[src/rtl/sevenseg_scan_reader.sv]
// sevenseg_scan_reader
//   Snoops a time-multiplexed 7-segment display bus and rebuilds the BCD digits.
//   Each digit is captured once after the bus has been stable for STABLE_CYC edges.
//   Its segments are decoded back to BCD, and illegal patterns are flagged.
//   A complete frame (all NDIG digits seen) is presented on a valid/ready interface.
//
// Parameters
//   NDIG        number of multiplexed digits (1..8)
//   STABLE_CYC  consecutive identical samples needed before capture (>=2)
//
// Ports
//   clk        in   system clock, rising edge
//   rst_n      in   synchronous reset, active-low
//   seg        in   [6:0] segment lines abcdefg (bit6=a .. bit0=g)
//   dig_sel    in   [NDIG-1:0] one-hot digit enable, bit0 = rightmost digit
//   out_bcd    out  [4*NDIG-1:0] frame, digit i in [4i+3:4i], illegal -> 4'hF
//   out_err    out  [NDIG-1:0] per-digit illegal-pattern flag
//   out_valid  out  frame available
//   out_ready  in   consumer accepts frame when out_valid && out_ready
//   overrun    out  1-cycle pulse when a completed frame is dropped
//
// Build option
//   SEG_ACTIVE_LOW_EN : invert seg and dig_sel at the input (common-anode bus).

module sevenseg_scan_reader #(
    parameter int NDIG       = 4,
    parameter int STABLE_CYC = 4
) (
    input  logic                clk,
    input  logic                rst_n,
    input  logic [6:0]          seg,
    input  logic [NDIG-1:0]     dig_sel,
    output logic [4*NDIG-1:0]   out_bcd,
    output logic [NDIG-1:0]     out_err,
    output logic                out_valid,
    input  logic                out_ready,
    output logic                overrun
);

    localparam int CW = (STABLE_CYC > 2) ? $clog2(STABLE_CYC) : 1;
    localparam logic [CW-1:0] CNT_MAX = CW'(STABLE_CYC - 1);
    localparam logic [CW-1:0] CNT_CAP = CW'(STABLE_CYC - 2);

    typedef enum logic {
        EMPTY,
        FULL
    } state_t;

    state_t state, state_nxt;

    logic [6:0]        seg_in;
    logic [NDIG-1:0]   sel_in;

    logic [6:0]        prev_seg;
    logic [NDIG-1:0]   prev_sel;
    logic [CW-1:0]     cnt;
    logic [NDIG-1:0]   seen;
    logic [4*NDIG-1:0] work_bcd;
    logic [NDIG-1:0]   work_err;

    logic              match;
    logic              one_hot;
    logic              capture;
    logic [3:0]        dec_bcd;
    logic              dec_err;
    logic [4*NDIG-1:0] work_bcd_nxt;
    logic [NDIG-1:0]   work_err_nxt;
    logic [NDIG-1:0]   seen_nxt;
    logic              frame_done;
    logic              load_out;
    logic              drop;

`ifdef SEG_ACTIVE_LOW_EN
    assign seg_in = ~seg;
    assign sel_in = ~dig_sel;
`else
    assign seg_in = seg;
    assign sel_in = dig_sel;
`endif

    // The current sample plus STABLE_CYC-1 earlier identical samples form the
    // window; cnt saturates so a held bus never reaches CNT_CAP again.
    always_comb begin
        match   = (seg_in == prev_seg) && (sel_in == prev_sel);
        one_hot = (sel_in != '0) && ((sel_in & (sel_in - NDIG'(1))) == '0);
        capture = match && (cnt == CNT_CAP) && one_hot;
    end

    always_comb begin
        dec_bcd = 4'hF;
        dec_err = 1'b0;
        case (seg_in)
            7'h7E:   dec_bcd = 4'd0;
            7'h30:   dec_bcd = 4'd1;
            7'h6D:   dec_bcd = 4'd2;
            7'h79:   dec_bcd = 4'd3;
            7'h33:   dec_bcd = 4'd4;
            7'h5B:   dec_bcd = 4'd5;
            7'h5F:   dec_bcd = 4'd6;
            7'h70:   dec_bcd = 4'd7;
            7'h7F:   dec_bcd = 4'd8;
            7'h73:   dec_bcd = 4'd9;
            default: dec_err = 1'b1;
        endcase
    end

    // Working registers including the digit captured this edge, so the frame
    // loaded on completion already contains the last digit.
    always_comb begin
        work_bcd_nxt = work_bcd;
        work_err_nxt = work_err;
        seen_nxt     = seen;
        for (int unsigned i = 0; i < NDIG; i++) begin
            if (capture && sel_in[i]) begin
                work_bcd_nxt[4*i +: 4] = dec_bcd;
                work_err_nxt[i]        = dec_err;
                seen_nxt[i]            = 1'b1;
            end
        end
        frame_done = capture && (seen_nxt == '1);
    end

    always_comb begin
        state_nxt = state;
        load_out  = 1'b0;
        drop      = 1'b0;
        case (state)
            EMPTY: begin
                if (frame_done) begin
                    load_out  = 1'b1;
                    state_nxt = FULL;
                end
            end
            FULL: begin
                if (frame_done) begin
                    if (out_ready) begin
                        load_out = 1'b1;
                    end else begin
                        drop = 1'b1;
                    end
                end else if (out_ready) begin
                    state_nxt = EMPTY;
                end
            end
            default: state_nxt = EMPTY;
        endcase
    end

    assign out_valid = (state == FULL);

    always_ff @(posedge clk) begin
        if (!rst_n) begin
            state    <= EMPTY;
            prev_seg <= '0;
            prev_sel <= '0;
            cnt      <= '0;
            seen     <= '0;
            work_bcd <= '0;
            work_err <= '0;
            out_bcd  <= '0;
            out_err  <= '0;
            overrun  <= 1'b0;
        end else begin
            state    <= state_nxt;
            prev_seg <= seg_in;
            prev_sel <= sel_in;
            if (!match) begin
                cnt <= '0;
            end else if (cnt != CNT_MAX) begin
                cnt <= cnt + CW'(1);
            end
            work_bcd <= work_bcd_nxt;
            work_err <= work_err_nxt;
            seen     <= frame_done ? '0 : seen_nxt;
            if (load_out) begin
                out_bcd <= work_bcd_nxt;
                out_err <= work_err_nxt;
            end
            overrun <= drop;
        end
    end

endmodule

[config.mk]
export PLATFORM = sky130hd
export DESIGN_NAME = sevenseg_scan_reader
export DESIGN_NICKNAME = d
export VERILOG_FILES = /design/src/rtl/sevenseg_scan_reader.sv
export SDC_FILE = /design/constraint.sdc
export NUM_CORES = 1
export LEC_CHECK = 0
export CAP_MARGIN = 20
export CELL_PAD_IN_SITES_DETAIL_PLACEMENT = 0
export CELL_PAD_IN_SITES_GLOBAL_PLACEMENT = 1
export CORE_MARGIN = 2
export CORE_UTILIZATION = 41
export DETAILED_ROUTE_END_ITERATION = 8
export GPL_ROUTABILITY_DRIVEN = 0
export HOLD_SLACK_MARGIN = 0.06
export PLACE_DENSITY_LB_ADDON = 0.1
export SLEW_MARGIN = 20
export SYNTH_ARGS = -nofsm -noshare
export SYNTH_HDL_FRONTEND = slang
export SYNTH_SLANG_ARGS = --single-unit
[constraint.sdc]
create_clock -name clk -period 3.5 [get_ports clk]
set_input_delay 1.05 -clock clk [delete_from_list [all_inputs] [get_ports clk]]
set_output_delay 1.05 -clock clk [all_outputs]
set_load 0.005 [all_outputs]
==> flow_summary.toml, run 1 <==
[critical_path]
r2r_end = "out_bcd[9]"
reg2reg_depth = 6
rr_startpoint = "prev_sel[1]"
crit_cells = 8
cp_max_fo = 9
slowest_delay_ps = 630
path_cells = "clkdlybuf4s50_1 > buf_4 > xor2_1 > nor2_1 > o31a_1 > or4b_2 > a221o_1 > a21oi_2"
critPathSlowestCell = "or4b_2"
start_kind = "input port"
endpoint = "out_bcd[9]"
end_kind = "flip-flop"
r2r_setup_slack_ps = 1290
required_ps = 3790
arrival_ps = 3350
cpLargestDelayFamily = "compound AO/OA/AOI/OAI gates"
crit_type = "in -> reg"
cp_num_buf_inv = 2
crit_start = "dig_sel[3]"

[synth]
ys_warn_count = 0
synth_area_leaders = "dfxtp_1, a21oi_1, mux2i_1"
synth_area_leader_cell = "dfxtp_1"
seq_area_frac_synth_pct = 44.5
synth_area_um2 = 2660
syn_nets = 303
synth_seq_cells = 59
synth_top_area_share_pct = 44.5
synth_common_cells = "dfxtp_1, a21oi_1, nor2_1"
synthCells = 287
yosysMostFrequentCell = "dfxtp_1"
synth_edf_count = 0
syn-mean-instance-area_um2 = 9.26
ys.flop_type = "dfxtp_1"
yosysUniqueCellTypes = 54
synth-async-reset-ratio_pct = 0

[timing]
fin_worst_skew_ps = 7.81
finalSetupTns_ps = 0
worst_hold_slack_ps = 466
fmax_mhz = 327
tightest_slew_ps = 531
setup_violations = 0
relSlewSlack_pct = 64.5
min_period_ps = 3060
slew_violations = 0
fin_crit_sh_pct = 87.4
final_hold_viol_count = 0
grt_setup_unrepaired = "no"

[grt]
grtUsageMet3_pct = 6.10
grt-ovfl-total = 0
grt_pass1_wl_um = 10200
grt_busiest_layer = "met2"
grt_util_met1_pct = 23.4
grt_max_degree = 27
antenna_found_initial = 0
gr-usage-all-layers_pct = 18.4
grt_pass1_vias = 2142
grt.met2_usage_pct = 28.3

[floorplanning]
die_height_um = 84.5
rows = 29
core_um2 = 6310
die_area_um2 = 7140
top_level_ports = 36
die_x_um = 84.5
start_util_pct = 42.1

[layout]
drive_above_1_share_pct = 18.2
diodes = 0
area_growth_pct = 28.9
nets = 357

[route]
first_iter_violations = 96
dr_total_vias = 2187
wl_per_cell_um = 14.1
avgViaCountPerCell = 5.17
dr.pass1.iters = 4
drc = 0
ant_nets = 0
routed_wl_um = 5980

[worst_hold_path]
hold_path.class = "reg -> reg"

[outcome]
status = "finished, final reports clean"

[pwr]
vdd_ir_drop_max_mv = 0.297
powerDensity_nw_per_um2 = 416
leakagePower_nw = 1.28

[clocking]
worst_skew_pair.late_latency_ps = 350
cts_tree = "done"
ctsResizeCount = 0
htreeDepth = 3
clock_path_buffers = 2
clk_pin_slew_ps = 70
cts_made_buffers = 9
clock-sinks = 59
cts_root_buf = "clkbuf_8"
cts_hold_buffers = 0
post_cts_buffers = 0

[flow_run]
drv_cap = 0

[placement]
io_buffers = 35
hpwl_um = 4320
==> sequential cells by signal, summed over array words and instances, names as in the netlist <==
name       count
cnt            2
out_bcd       16
out_err        4
out_valid      1
overrun        1
prev_seg       7
prev_sel       4
seen           4
work_bcd      16
work_err       4
==> layout by cell type, fill, tap and decap left out, types with 2 or more instances in the layout <==
master | synthesis | layout
nand2_1 | 19 | 19
clkinv_4 | 0 | 3
ha_1 | 2 | 2
clkdlybuf4s50_1 | 0 | 35
nor3b_1 | 3 | 3
o21ai_0 | 17 | 17
mux2i_1 | 12 | 12
nor3_1 | 2 | 2
nor4_1 | 2 | 2
or4_1 | 3 | 3
dfxtp_1 | 59 | 59
inv_1 | 6 | 6
nor2_1 | 25 | 25
and2_1 | 15 | 15
nand4_1 | 3 | 3
nand3_1 | 3 | 3
o2111ai_1 | 5 | 5
nor4b_1 | 4 | 4
buf_4 | 2 | 28
xor2_1 | 2 | 2
nor4b_2 | 2 | 2
o21a_1 | 3 | 3
o211ai_1 | 5 | 5
xnor2_2 | 4 | 4
o2bb2ai_1 | 2 | 2
a21oi_1 | 26 | 26
a211oi_1 | 3 | 3
xnor2_1 | 9 | 9
nor2b_1 | 4 | 4
o22ai_1 | 3 | 3
clkbuf_8 | 0 | 9
==> metrics by stage <==
stage / worst slack [ps] / cell area [um2] / cells / power, mW / util, %
floorplan: 485 / 2660 / 287 / 0.768 / -
global placement: 94.7 / 3220 / 407 / 0.812 / 51.1
detailed placement: 81.3 / 3220 / 407 / 0.811 / 51.1
CTS: 443 / 3420 / 423 / 1.44 / 54.2
global route: 282 / 3420 / 423 / 1.49 / 54.2
finish: 439 / 3420 / 423 / 1.42 / 54.2
==> where the power goes <==
part	switching [mW]	internal (mW)	total [mW]
logic	0.0594	0.0544	0.114
registers	0.00354	0.678	0.681
clock network	0.296	0.333	0.629
total	0.359	1.06	1.42
==> layer usage <==
layer	up-vias	part of all wire, %
met5	-	0
met4	0	2.5
met3	13	3.8
met2	39	46
met1	1009	48
li1	1126	-
==> tightest hold or removal path, cell delays in order, from the launching register on <==
cell,delay (ps)
dfxtp_1,320
nand2_1,50
a21oi_1,50
==> layout make-up <==
type	count	area [um2]
inverters	6	22.5
fillers	610	2890
clock inverters	7	77.6
well taps	77	96.3
clock buffers	9	124
repair buffers	64	581
multi-input cells	201	1340
flip-flops and latches	59	1180
==> worst min path at each step <==
stage,start,end,cells past startpoint
after floorplan,seen[3],seen[3],1
after global placement,seen[3],seen[3],1
after detailed placement,seen[3],seen[3],1
after CTS,seen[3],seen[3],1
after global routing,out_bcd[0],out_bcd[0],2
final,out_bcd[8],out_bcd[8],2
==> cells by family (layout without fill, tap and decap cells) <==
logic type	count (synthesis)	after routing	share of synthesized area (%)
buffers and inverters	27	86	4.99
flip-flops	59	59	44.5
AO/OA/AOI/OAI	72	72	16.7
multiplexers	12	12	4.52
XOR/XNOR	15	15	6.08
AND/OR/NAND/NOR	100	100	22.3
adder cells (fa/ha/maj)	2	2	0.942
No activity file was read; power rests on OpenSTA's default activity.
==> run 2, diff against run 1 <==
--- a/config.mk
+++ b/config.mk
@@ -9,7 +9,7 @@
 export CELL_PAD_IN_SITES_DETAIL_PLACEMENT = 0
 export CELL_PAD_IN_SITES_GLOBAL_PLACEMENT = 1
 export CORE_MARGIN = 2
-export CORE_UTILIZATION = 41
+export CORE_UTILIZATION = 37
 export DETAILED_ROUTE_END_ITERATION = 8
 export GPL_ROUTABILITY_DRIVEN = 0
 export HOLD_SLACK_MARGIN = 0.06
==> run 2 against run 1 <==
  * Sequential power is essentially flat
  * Global-route usage shrank 0.66 points
  * Clock skew shrank 0.66 ps
  * Largest cell class unchanged
  * Count of clock-buffer cells in the layout grew 3
  * Setup slack lost 89 ps
  * First-iteration DRC count shrank 38%
  * Sequential cell count is the same
  * Critical path type unchanged
  * Clock power grew 14%
==> flow_summary.toml, run 2 (synthesis gave the netlist of run 1 again) <==
[outcome]
status = "finished, final reports clean"

[floorplanning]
start_util_pct = 38.7
die_x_um = 88.7
core_um2 = 6870
die_height_um = 88.7
die_area_um2 = 7870
rows = 30
top_level_ports = 36

[critical_path]
arrival_ps = 3420
cp_max_fo = 4
rr_startpoint = "prev_sel[0]"
slowest_delay_ps = 660
r2r_end = "out_bcd[9]"
endpoint = "out_bcd[9]"
start_kind = "input port"
path_cells = "clkdlybuf4s50_1 > xnor2_2 > nand3_1 > nor4b_1 > or4b_2 > a221o_1 > a21oi_2"
crit_type = "in -> reg"
end_kind = "flip-flop"
critPathSlowestCell = "or4b_2"
crit_start = "seg[1]"
r2r_setup_slack_ps = 1250
required_ps = 3770
reg2reg_depth = 6

[flow_run]
drv_cap = 0

[grt]
grtUsageMet3_pct = 5.88
grt_busiest_layer = "met2"
gr-usage-all-layers_pct = 17.7
grt-ovfl-total = 0
antenna_found_initial = 0
grt_pass1_wl_um = 10500
grt_util_met1_pct = 22.8
grt_max_degree = 24
grt.met2_usage_pct = 27.8
grt_pass1_vias = 2128

[timing]
min_period_ps = 3150
fin_worst_skew_ps = 7.15
relSlewSlack_pct = 50.7
final_hold_viol_count = 0
setup_violations = 0
slew_violations = 0
fmax_mhz = 317
grt_setup_unrepaired = "no"
fin_ws_ps = 350
tightest_slew_ps = 738
fin_crit_sh_pct = 90.0

[layout]
nets = 359
area_growth_pct = 30.9
layout_common_cells = "dfxtp_1, clkdlybuf4s50_1, buf_4"
final_common_cell = "dfxtp_1"
regArea_um2 = 1180
multi_input_area_um2 = 1340
top_regs = "out_bcd x16, work_bcd x16, prev_seg x7"
diodes = 0
drive_above_1_share_pct = 18.4
num-fill-cells = 666
final_core_utilization_pct = 50.6

[clocking]
worst_skew_pair.late_latency_ps = 340
cts_root_buf = "clkbuf_8"
cts_tree = "done"
clock-sinks = 59
clock_path_buffers = 2
post_cts_buffers = 0
htreeDepth = 3
ctsResizeCount = 0
cts_hold_buffers = 0
cts_made_buffers = 9
clk_pin_slew_ps = 70

[route]
ant_nets = 0
wl_per_cell_um = 14.2
first_iter_violations = 60
avgViaCountPerCell = 4.95
dr_total_vias = 2198
dr.pass1.iters = 4
drc = 0
routed_wl_um = 6320

[placement]
io_buffers = 35
hpwl_um = 4510
place_ws_ps = -10.4

[worst_hold_path]
hold_path.class = "reg -> reg"

[pwr]
powerDensity_nw_per_um2 = 435
leakagePower_nw = 1.30
vdd_ir_drop_max_mv = 0.230
-- run 2: cell types whose count changed in the layout (fill, tap and decap cells not counted) --
cell       delta
clkbuf_1      +1
buf_12        -1
clkinv_4      -3
bufinv_16     +1
buf_4         +3
clkbuf_8      +2
inv_6         -1
-- run 2: how the worst min path moves through the flow --
| stage | startpoint | end | slack [ps] | cells after the start |
|---|---|---|---|---|
| 2_1_floorplan | seen[3] | seen[3] | 440 | 1 |
| 3_3_place_gp | out_bcd[13] | out_bcd[13] | 450 | 2 |
| 3_5_place_dp | out_bcd[12] | out_bcd[12] | 450 | 2 |
| 4_1_cts | out_bcd[12] | out_bcd[12] | 460 | 2 |
| 5_1_grt | out_bcd[12] | out_bcd[12] | 480 | 2 |
| 6_report | out_bcd[12] | out_bcd[12] | 460 | 2 |
-- run 2: worst max-delay path, delay by kind of cell --
family	cells	cell delay (ps)
simple gates	3	1240
compound gates	2	430
xor+xnor	1	140
buf+inv	1	560
-- run 2: per-layer routing --
layer / part of all wire [%] / up-vias
li1: - / 1133
met1: 48 / 1017
met2: 47 / 36
met3: 3.1 / 12
met4: 1.8 / 0
met5: 0 / -
-- run 2: power breakdown --
part,switching [mW],internal (mW)
sequential,0.00356,0.678
combinational,0.0611,0.0550
clock,0.277,0.439
-- run 2: final cells by class --
cell class	count	area share [%]
inverters	6	0.648
clock inverters	4	2.09
flip-flops and latches	59	34.0
repair buffers	66	16.8
clock buffers	12	4.46
multi-input cells	201	38.6
well taps	96	3.45
-- run 2: stage by stage --
stage	TNS (ps)	hold WS (ps)	std cells	cell area (um2)	total power, mW
after floorplan	0	442	287	2660	0.768
after global placement	0	446	428	3250	0.814
after detailed placement	-10.4	448	428	3250	0.813
after CTS	0	459	444	3480	1.53
after global routing	0	483	444	3480	1.58
final	0	459	444	3480	1.51
